==> src/rtl/ibex_rvfi_trace_buf.sv <==
// rtl/ibex_rvfi_trace_buf.sv - RVFI retirement trace buffer with stream, circular and PC-triggered capture
module ibex_rvfi_trace_buf #(
  parameter int unsigned Depth   = 16,
  parameter int unsigned TsWidth = 16,
  localparam int unsigned AW     = $clog2(Depth),
  localparam int unsigned RecW   = 103 + TsWidth
) (
  input  logic              clk_i,
  input  logic              rst_ni,
  input  logic              rvfi_valid_i,
  input  logic [31:0]       rvfi_pc_rdata_i,
  input  logic [31:0]       rvfi_insn_i,
  input  logic              rvfi_trap_i,
  input  logic              rvfi_intr_i,
  input  logic [4:0]        rvfi_rd_addr_i,
  input  logic [31:0]       rvfi_rd_wdata_i,
  input  logic [1:0]        mode_i,
  input  logic [31:0]       trig_pc_i,
  input  logic [AW:0]       post_cnt_i,
  input  logic              clear_i,
  output logic              rd_valid_o,
  input  logic              rd_ready_i,
  output logic [RecW-1:0]   rd_data_o,
  output logic [AW:0]       level_o,
  output logic              triggered_o,
  output logic              frozen_o,
  output logic [15:0]       drop_cnt_o
);

  typedef enum logic [1:0] {ST_OFF, ST_RUN, ST_POST, ST_FROZEN} state_e;

  localparam logic [1:0]  MODE_OFF    = 2'd0;
  localparam logic [1:0]  MODE_STREAM = 2'd1;
  localparam logic [1:0]  MODE_TRIG   = 2'd3;
  localparam logic [AW:0] DEPTH_L     = (AW+1)'(Depth);
  localparam logic [AW:0] ONE_L       = (AW+1)'(1);

  state_e              state_q, state_d;
  logic [1:0]          mode_q;
  logic [TsWidth-1:0]  ts_q;
  logic [RecW-1:0]     mem [Depth];
  logic [AW-1:0]       wptr_q, rptr_q;
  logic [AW:0]         level_q;
  logic [AW:0]         post_q, post_d;
  logic [15:0]         drop_q;
  logic                trig_q;

  logic                flush, full, pop, push, drop, overwrite, trig_set, pc_match;
  logic [RecW-1:0]     rec;

  assign rec      = {rvfi_trap_i, rvfi_intr_i, rvfi_rd_addr_i, rvfi_pc_rdata_i,
                     rvfi_insn_i, rvfi_rd_wdata_i, ts_q};
  assign flush    = clear_i || (mode_i != mode_q);
  assign full     = (level_q == DEPTH_L);
  assign pc_match = (rvfi_pc_rdata_i == trig_pc_i);

  assign rd_valid_o  = (level_q != '0);
  assign pop         = rd_valid_o && rd_ready_i;
  assign rd_data_o   = rd_valid_o ? mem[rptr_q] : '0;
  assign level_o     = level_q;
  assign triggered_o = trig_q;
  assign frozen_o    = (state_q == ST_FROZEN);
  assign drop_cnt_o  = drop_q;

  // A full buffer with no pop in CIRC/TRIG/POST drops the oldest entry.
  assign overwrite = push && full && !pop;

  always_ff @(posedge clk_i) begin
    if (!rst_ni) begin
      state_q <= ST_OFF;
      post_q  <= '0;
    end else begin
      state_q <= state_d;
      post_q  <= post_d;
    end
  end

  always_comb begin
    state_d  = state_q;
    post_d   = post_q;
    push     = 1'b0;
    drop     = 1'b0;
    trig_set = 1'b0;
    unique case (state_q)
      ST_RUN: begin
        if (rvfi_valid_i) begin
          if (mode_q == MODE_STREAM) begin
            if (!full || pop) push = 1'b1;
            else              drop = 1'b1;
          end else begin
            push = 1'b1;
            if (mode_q == MODE_TRIG && pc_match) begin
              trig_set = 1'b1;
              if (post_cnt_i == '0) begin
                state_d = ST_FROZEN;
              end else begin
                post_d  = post_cnt_i;
                state_d = ST_POST;
              end
            end
          end
        end
      end
      ST_POST: begin
        if (rvfi_valid_i) begin
          push   = 1'b1;
          post_d = post_q - ONE_L;
          if (post_q == ONE_L) state_d = ST_FROZEN;
        end
      end
      default: ;
    endcase
    // Flush overrides everything decided above in the same cycle.
    if (flush) begin
      state_d  = (mode_i == MODE_OFF) ? ST_OFF : ST_RUN;
      post_d   = '0;
      push     = 1'b0;
      drop     = 1'b0;
      trig_set = 1'b0;
    end
  end

  always_ff @(posedge clk_i) begin
    if (!rst_ni) begin
      ts_q    <= '0;
      mode_q  <= MODE_OFF;
      wptr_q  <= '0;
      rptr_q  <= '0;
      level_q <= '0;
      drop_q  <= '0;
      trig_q  <= 1'b0;
    end else begin
      ts_q   <= ts_q + TsWidth'(1);
      mode_q <= mode_i;
      if (flush) begin
        wptr_q  <= '0;
        rptr_q  <= '0;
        level_q <= '0;
        drop_q  <= '0;
        trig_q  <= 1'b0;
      end else begin
        if (push) wptr_q <= wptr_q + AW'(1);
        if (pop || overwrite) rptr_q <= rptr_q + AW'(1);
        if (push && !pop && !full) level_q <= level_q + ONE_L;
        else if (pop && !push)     level_q <= level_q - ONE_L;
        if (drop && drop_q != 16'hFFFF) drop_q <= drop_q + 16'd1;
        if (trig_set) trig_q <= 1'b1;
      end
    end
  end

  // Storage is not reset; rd_data_o is gated by level so stale entries never show.
  always_ff @(posedge clk_i) begin
    if (push) mem[wptr_q] <= rec;
  end

endmodule

==> config.mk <==
export PLATFORM = sky130hd
export DESIGN_NAME = ibex_rvfi_trace_buf
export DESIGN_NICKNAME = d
export VERILOG_FILES = /design/src/rtl/ibex_rvfi_trace_buf.sv
export SDC_FILE = /design/constraint.sdc
export NUM_CORES = 2
export LEC_CHECK = 0
export CORE_MARGIN = 4
export CORE_UTILIZATION = 38
export DETAILED_ROUTE_END_ITERATION = 8
export PLACE_DENSITY_LB_ADDON = 0.15
export RECOVER_POWER = 25
export SLEW_MARGIN = 20
export SYNTH_ARGS = -nofsm -noshare
export SYNTH_HDL_FRONTEND = slang
export SYNTH_SLANG_ARGS = --single-unit
==> constraint.sdc <==
create_clock -name clk_i -period 18.1 [get_ports clk_i]
set_clock_uncertainty 0.15 [all_clocks]
set_input_delay 3.62 -clock clk_i [delete_from_list [all_inputs] [get_ports clk_i]]
set_output_delay 3.62 -clock clk_i [all_outputs]
set_load 0.01 [all_outputs]
## After elaboration in Yosys (flattened, before gate mapping)

Memories as Yosys holds them, arrays and structs flattened. A register that Yosys moved wholly into a read port is not among the register bits.
Index checks and enable logic that the tools add are counted.

| storage, ports and cells | value |
|---|---|
| bits in registers | 55 |
| latch bits | 0 |
| bits in writable memories | 1,904 |
| ROM bits | 0 |
| output and inout bits | 143 |
| memories | 1 |

| cells by class | value |
|---|---|
| add/sub/neg operators | 7 |
| multipliers | 0 |
| divide/modulo/power cells | 0 |
| $lt $le $gt $ge | 0 |
| equal/unequal tests | 20 |
| shift operators | 0 |
| muxes and demuxes | 38 |
| bitwise logic cells | 1 |
| reduce and logical (&&, ||, !) cells | 23 |

Memory list:

| memory | depth | width | read ports | clocked after memory_dff | wr ports | RTL line | source |
|---|---|---|---|---|---|---|---|
| mem | 16 | 119 | 1 | 1 | 1 | 41 | `logic [RecW-1:0] mem [Depth];` |

Operators with widths:

| operator | count |
|---|---|
| $mux W119 | 1 |
| $mux W5 | 7 |
| $add A16 B1 Y16 const B | 2 |
| $eq A32 B32 Y1 | 1 |
| $mux W1 | 19 |
| $ne A16 B16 Y1 const B | 1 |
| $ne A3 B3 Y1 const B | 5 |
| $mux W2 | 6 |
| $reduce_and A6 Y1 | 2 |
| $ne A2 B2 Y1 const B | 5 |
| $pmux W5 S2 | 1 |
| $sub A5 B1 Y5 const B | 2 |
| $add A4 B1 Y4 const B | 2 |
| $logic_and A1 B1 Y1 | 8 |
| $mux W4 | 2 |
| $eq A2 B2 Y1 const B | 3 |
| $add A5 B1 Y5 const B | 1 |
| $eq A5 B1 Y1 const B | 1 |
| $eq A5 B5 Y1 const B | 1 |
| $logic_not A5 Y1 | 1 |
| $reduce_bool A5 Y1 | 1 |
| $eq A2 B1 Y1 const B | 2 |
| $pmux W2 S2 | 1 |
| $reduce_bool A2 Y1 | 2 |
| other kinds (8) | 12 |

## Depth between registers and ports, before layout

| depth | value |
|---|---|
| depth in word-level cells | 13 |
| depth in mapped cells | 14 |

## Least setup slack after synthesis

OpenSTA, ideal clock, no wires.

| timing | value |
|---|---|
| path type | input-to-reg |
| start | input port mode_i[1] |
| end | memory mem[0][0] (netlist bit) (enable) |
| setup time | 0.743 ns |
| data arrival time | 12.813 ns |
| slack | 4.394 ns |
| cell stages on the path | 6 |
| buffers on the path | 1 |
| cells stage by stage | xor2_1 nor4_1 o21a_1 buf_1 nand2_1 nor3_1 |

| between the ends | value |
|---|---|
| longest elaborated chain between the ends | 5 |

RTL lines:

| what | RTL line | source |
|---|---|---|
| from (decl) | 17 | `input logic [1:0] mode_i,` |
| $ne A2 B2 Y1 | 53 | `assign flush = clear_i \|\| (mode_i != mode_q);` |
| $logic_or A1 B1 Y1 | 53 |  |
| $mux W1 | 114 | `if (flush) begin` |
| $mux W1 | 154 | `if (push) mem[wptr_q] <= rec;` |
| $mux W1 (not written as such) | 154 |  |
| to (decl) | 41 |  |

Every way passes these cells.

==> flow_metrics.py <==
metrics = {
    "status": {
        "status": "completed",
    },
    "timing": {
        "post-route-min-period_ns": 9.760,
        "hold_viol": 0,
        "fin_tns_setup_ns": 0,
        "tightest_slew_ns": 1.061,
        "relSlewSlack": 0.2929,
        "rsz0062_at_grt": "no",
        "timing.final.crit_share": 0.5392,
        "max_freq_ghz": 0.1025,
        "setup_violations": 0,
        "drv_slew": 0,
    },
    "floorplan": {
        "die_h_um": 453.0,
        "die-area_sq_mm": 0.2052,
        "rows": 163,
        "core_sq_mm": 0.1972,
        "pin_count": 290,
        "start_util": 0.3816,
        "die_x_um": 453.0,
    },
    "power": {
        "ir_worst_vdd_v": 0.00009838,
        "p_leak_nw": 26.32,
        "power_density_mw_per_mm2": 104.7,
    },
    "logic_synthesis": {
        "syn-num-nets": 3327,
        "synth.top_cell.area_share": 0.7597,
        "ys_ff_latch": 1963,
        "syn_area_per_cell_sq_um": 23.79,
        "synthArstFlopShare": 0,
        "netlist_area_sq_mm": 0.07526,
        "ys_top_cells_by_area": "edfxtp_1, mux4_2, dfxtp_1",
        "yosys.area.top_type": "edfxtp_1",
        "ys_warn_count": 0,
        "synth_edf_count": 1904,
        "seq_area_frac_synth": 0.7754,
        "synth_cells": 3164,
        "synthFlopType": "edfxtp_1",
        "synth.distinct_cells": 46,
    },
    "clocking": {
        "cts_resized": 0,
        "cts.clk_slew.worst_paths_ns": 0.06,
        "clk_path_buf_depth": 3,
        "postCtsHoldBufs": 0,
        "ctsRootBufferMaster": "clkbuf_16",
        "cts_made_buffers": 209,
        "cts_tree": "done",
        "cts.htree.levels": 4,
        "insertion_delay_ns": 0.83,
        "postCtsSetupRepairBufs": 0,
        "cts_sinks": 1963,
    },
    "global_routing": {
        "antenna_found_initial": 36,
        "grt_pass1_vias": 37150,
        "grtUsageTotal": 0.1854,
        "grt-ovfl-total": 0,
        "grt_pass1_wl_mm": 272.4,
        "grt_max_degree": 124,
    },
    "worst_setup_path": {
        "cp.required_ns": 14.33,
        "worstRegToRegCells": 10,
        "arrival_ns": 5.99,
        "crit_type": "flop to output pin",
        "reg2reg_setup_slack_ns": 12.64,
        "worstSetupStartpointType": "flop",
        "timing.rr.start": "state_q[0]",
        "endpoint_kind": "output pin",
        "critPathMaxFanout": 101,
        "r2r_end": "mem[6][37]",
    },
    "worst_hold_path": {
        "hold_depth": 1,
        "hold_end": "triggered_o",
        "holdCritStartpoint": "triggered_o",
        "hold_path.class": "flop to flop",
    },
    "layout": {
        "fillers": 16560,
        "postLayoutCoreUtil": 0.4477,
        "final_layout_size_suffix_gt1_frac": 0.2590,
        "nets": 3739,
        "area_growth_pct": 17.31,
        "seq_area_sq_mm": 0.05837,
        "multiInputGateArea_sq_mm": 0.01630,
    },
    "placement": {
        "dp_hpwl_mm": 93.28,
        "portBuffers": 289,
        "place.gp.congestion": 0.7244,
    },
    "job": {
        "cap_violations": 0,
    },
    "route": {
        "dr.pass1.iters": 7,
        "drt_iter0_markers": 3055,
        "remaining_drc_errors": 0,
        "detail_route.wl_per_cell_um": 29.53,
        "drtAntennaViolNets": 0,
        "routed_wl_mm": 189.2,
        "drt-vias-per-instance": 5.397,
        "num_vias": 34580,
    },
}
## worst max-delay path by stage
stage	endpoint	slack (ns)	depth (start not counted)
global route	rd_data_o[57]	7.76	7
global placement	rd_data_o[57]	8.94	7
CTS	rd_data_o[57]	8.05	7
detailed placement	rd_data_o[57]	8.97	7
floorplan	mem[0][0]	4.39	6
finish	rd_data_o[57]	8.34	7
## area by class of cell
type,count,area share
antenna,14,0.0003968
clock buffer,278,0.06242
clock inverter,110,0.01276
inverter,18,0.0008220
multi-input combinational,1025,0.1847
sequential,1963,0.6612
tap,2640,0.03742
timing repair buffer,359,0.04036
## stage by stage
step	area, sq um	total power, mW	worst slack [ns]	instances	hold WS (ns)
after floorplan	75260	5.098	4.394	3164	0.2980
after global placement	81580	5.192	8.939	6004	0.3065
after detailed placement	81610	5.195	8.973	6005	0.3115
after CTS	88250	9.357	8.046	6393	0.3278
after global routing	88260	9.559	7.757	6397	0.3564
final	88280	9.241	8.340	6407	0.3290
## cells in the mapped netlist (all sizes together) (2+ instances only)
| library cell | n |
|---|---|
| a211oi | 5 |
| a21o | 2 |
| a21oi | 17 |
| and2 | 129 |
| and3 | 4 |
| and4 | 4 |
| buf | 67 |
| clkbuf | 91 |
| dfxtp | 59 |
| edfxtp | 1904 |
| ha | 15 |
| inv | 18 |
| mux2i | 6 |
| mux4 | 595 |
| nand2 | 25 |
| nand2b | 3 |
| nand3 | 17 |
| nand4 | 21 |
| nor2 | 62 |
| nor2b | 3 |
| nor3 | 9 |
| nor3b | 2 |
| nor4 | 5 |
| o2111ai | 2 |
| o211ai | 2 |
| o21a | 2 |
| o21ai | 9 |
| o22ai | 2 |
| or3 | 6 |
| or4 | 2 |
| xnor2 | 37 |
| xor2 | 29 |
## critical path: stages, from the launching register on
cell	delay [ns]
dfxtp_4	0.87
buf_4	0.77
buf_4	0.76
buf_12	0.67
mux4_2	0.61
mux4_2	0.46
and2_1	0.17
clkdlybuf4s50_1	0.62
## logic make-up after synthesis
logic type	after synthesis	synth area share
flops	1963	0.7754
compound gates	47	0.003924
mux	601	0.1789
buf+inv	176	0.009610
simple gates	295	0.02176
xor+xnor	66	0.007681
fa+ha+maj	16	0.002760
## registers in the layout, indices dropped and copies added, names as in the netlist, named ones only
register	count
rptr_q	4
state_q	2
mem	1904
post_q	5
mode_q	2
wptr_q	4
ts_q	16
level_o	5
drop_cnt_o	16
triggered_o	1
## power breakdown
group,switching [mW],leakage (nW),internal [mW]
Combinational,0.0732,5.45,0.0397
Sequential,0.00388,17.7,4.98
Clock,1.76,3.22,2.38
Total,1.84,26.3,7.40
## layout by cell type, fill, tap and decap left out, types with 6 or more instances in the layout
cell                n
ha_1               15
nor2_4             12
dlygate4sd3_1      50
diode_2            14
clkbuf_16         210
o21ai_0             9
nand3_1            17
mux2i_1             6
buf_4              59
a21oi_1            17
bufinv_16          17
clkinv_1           40
xor2_1             29
edfxtp_1         1904
mux4_2            595
clkbuf_1           68
or3_1               6
clkdlybuf4s50_1   239
nor2_1             50
clkinv_2           36
and2_1            129
xnor2_1            37
inv_6               6
dfxtp_1            55
inv_1              17
nand4_1            21
buf_12             10
nand2_1            25
## routing by layer
metal	track usage	share of wire
met5	0	0.00014
met4	0.04443	0.020
met3	0.03180	0.053
met2	0.2975	0.48
met1	0.2662	0.44
Note: power is estimated with default switching activity, not from simulation.
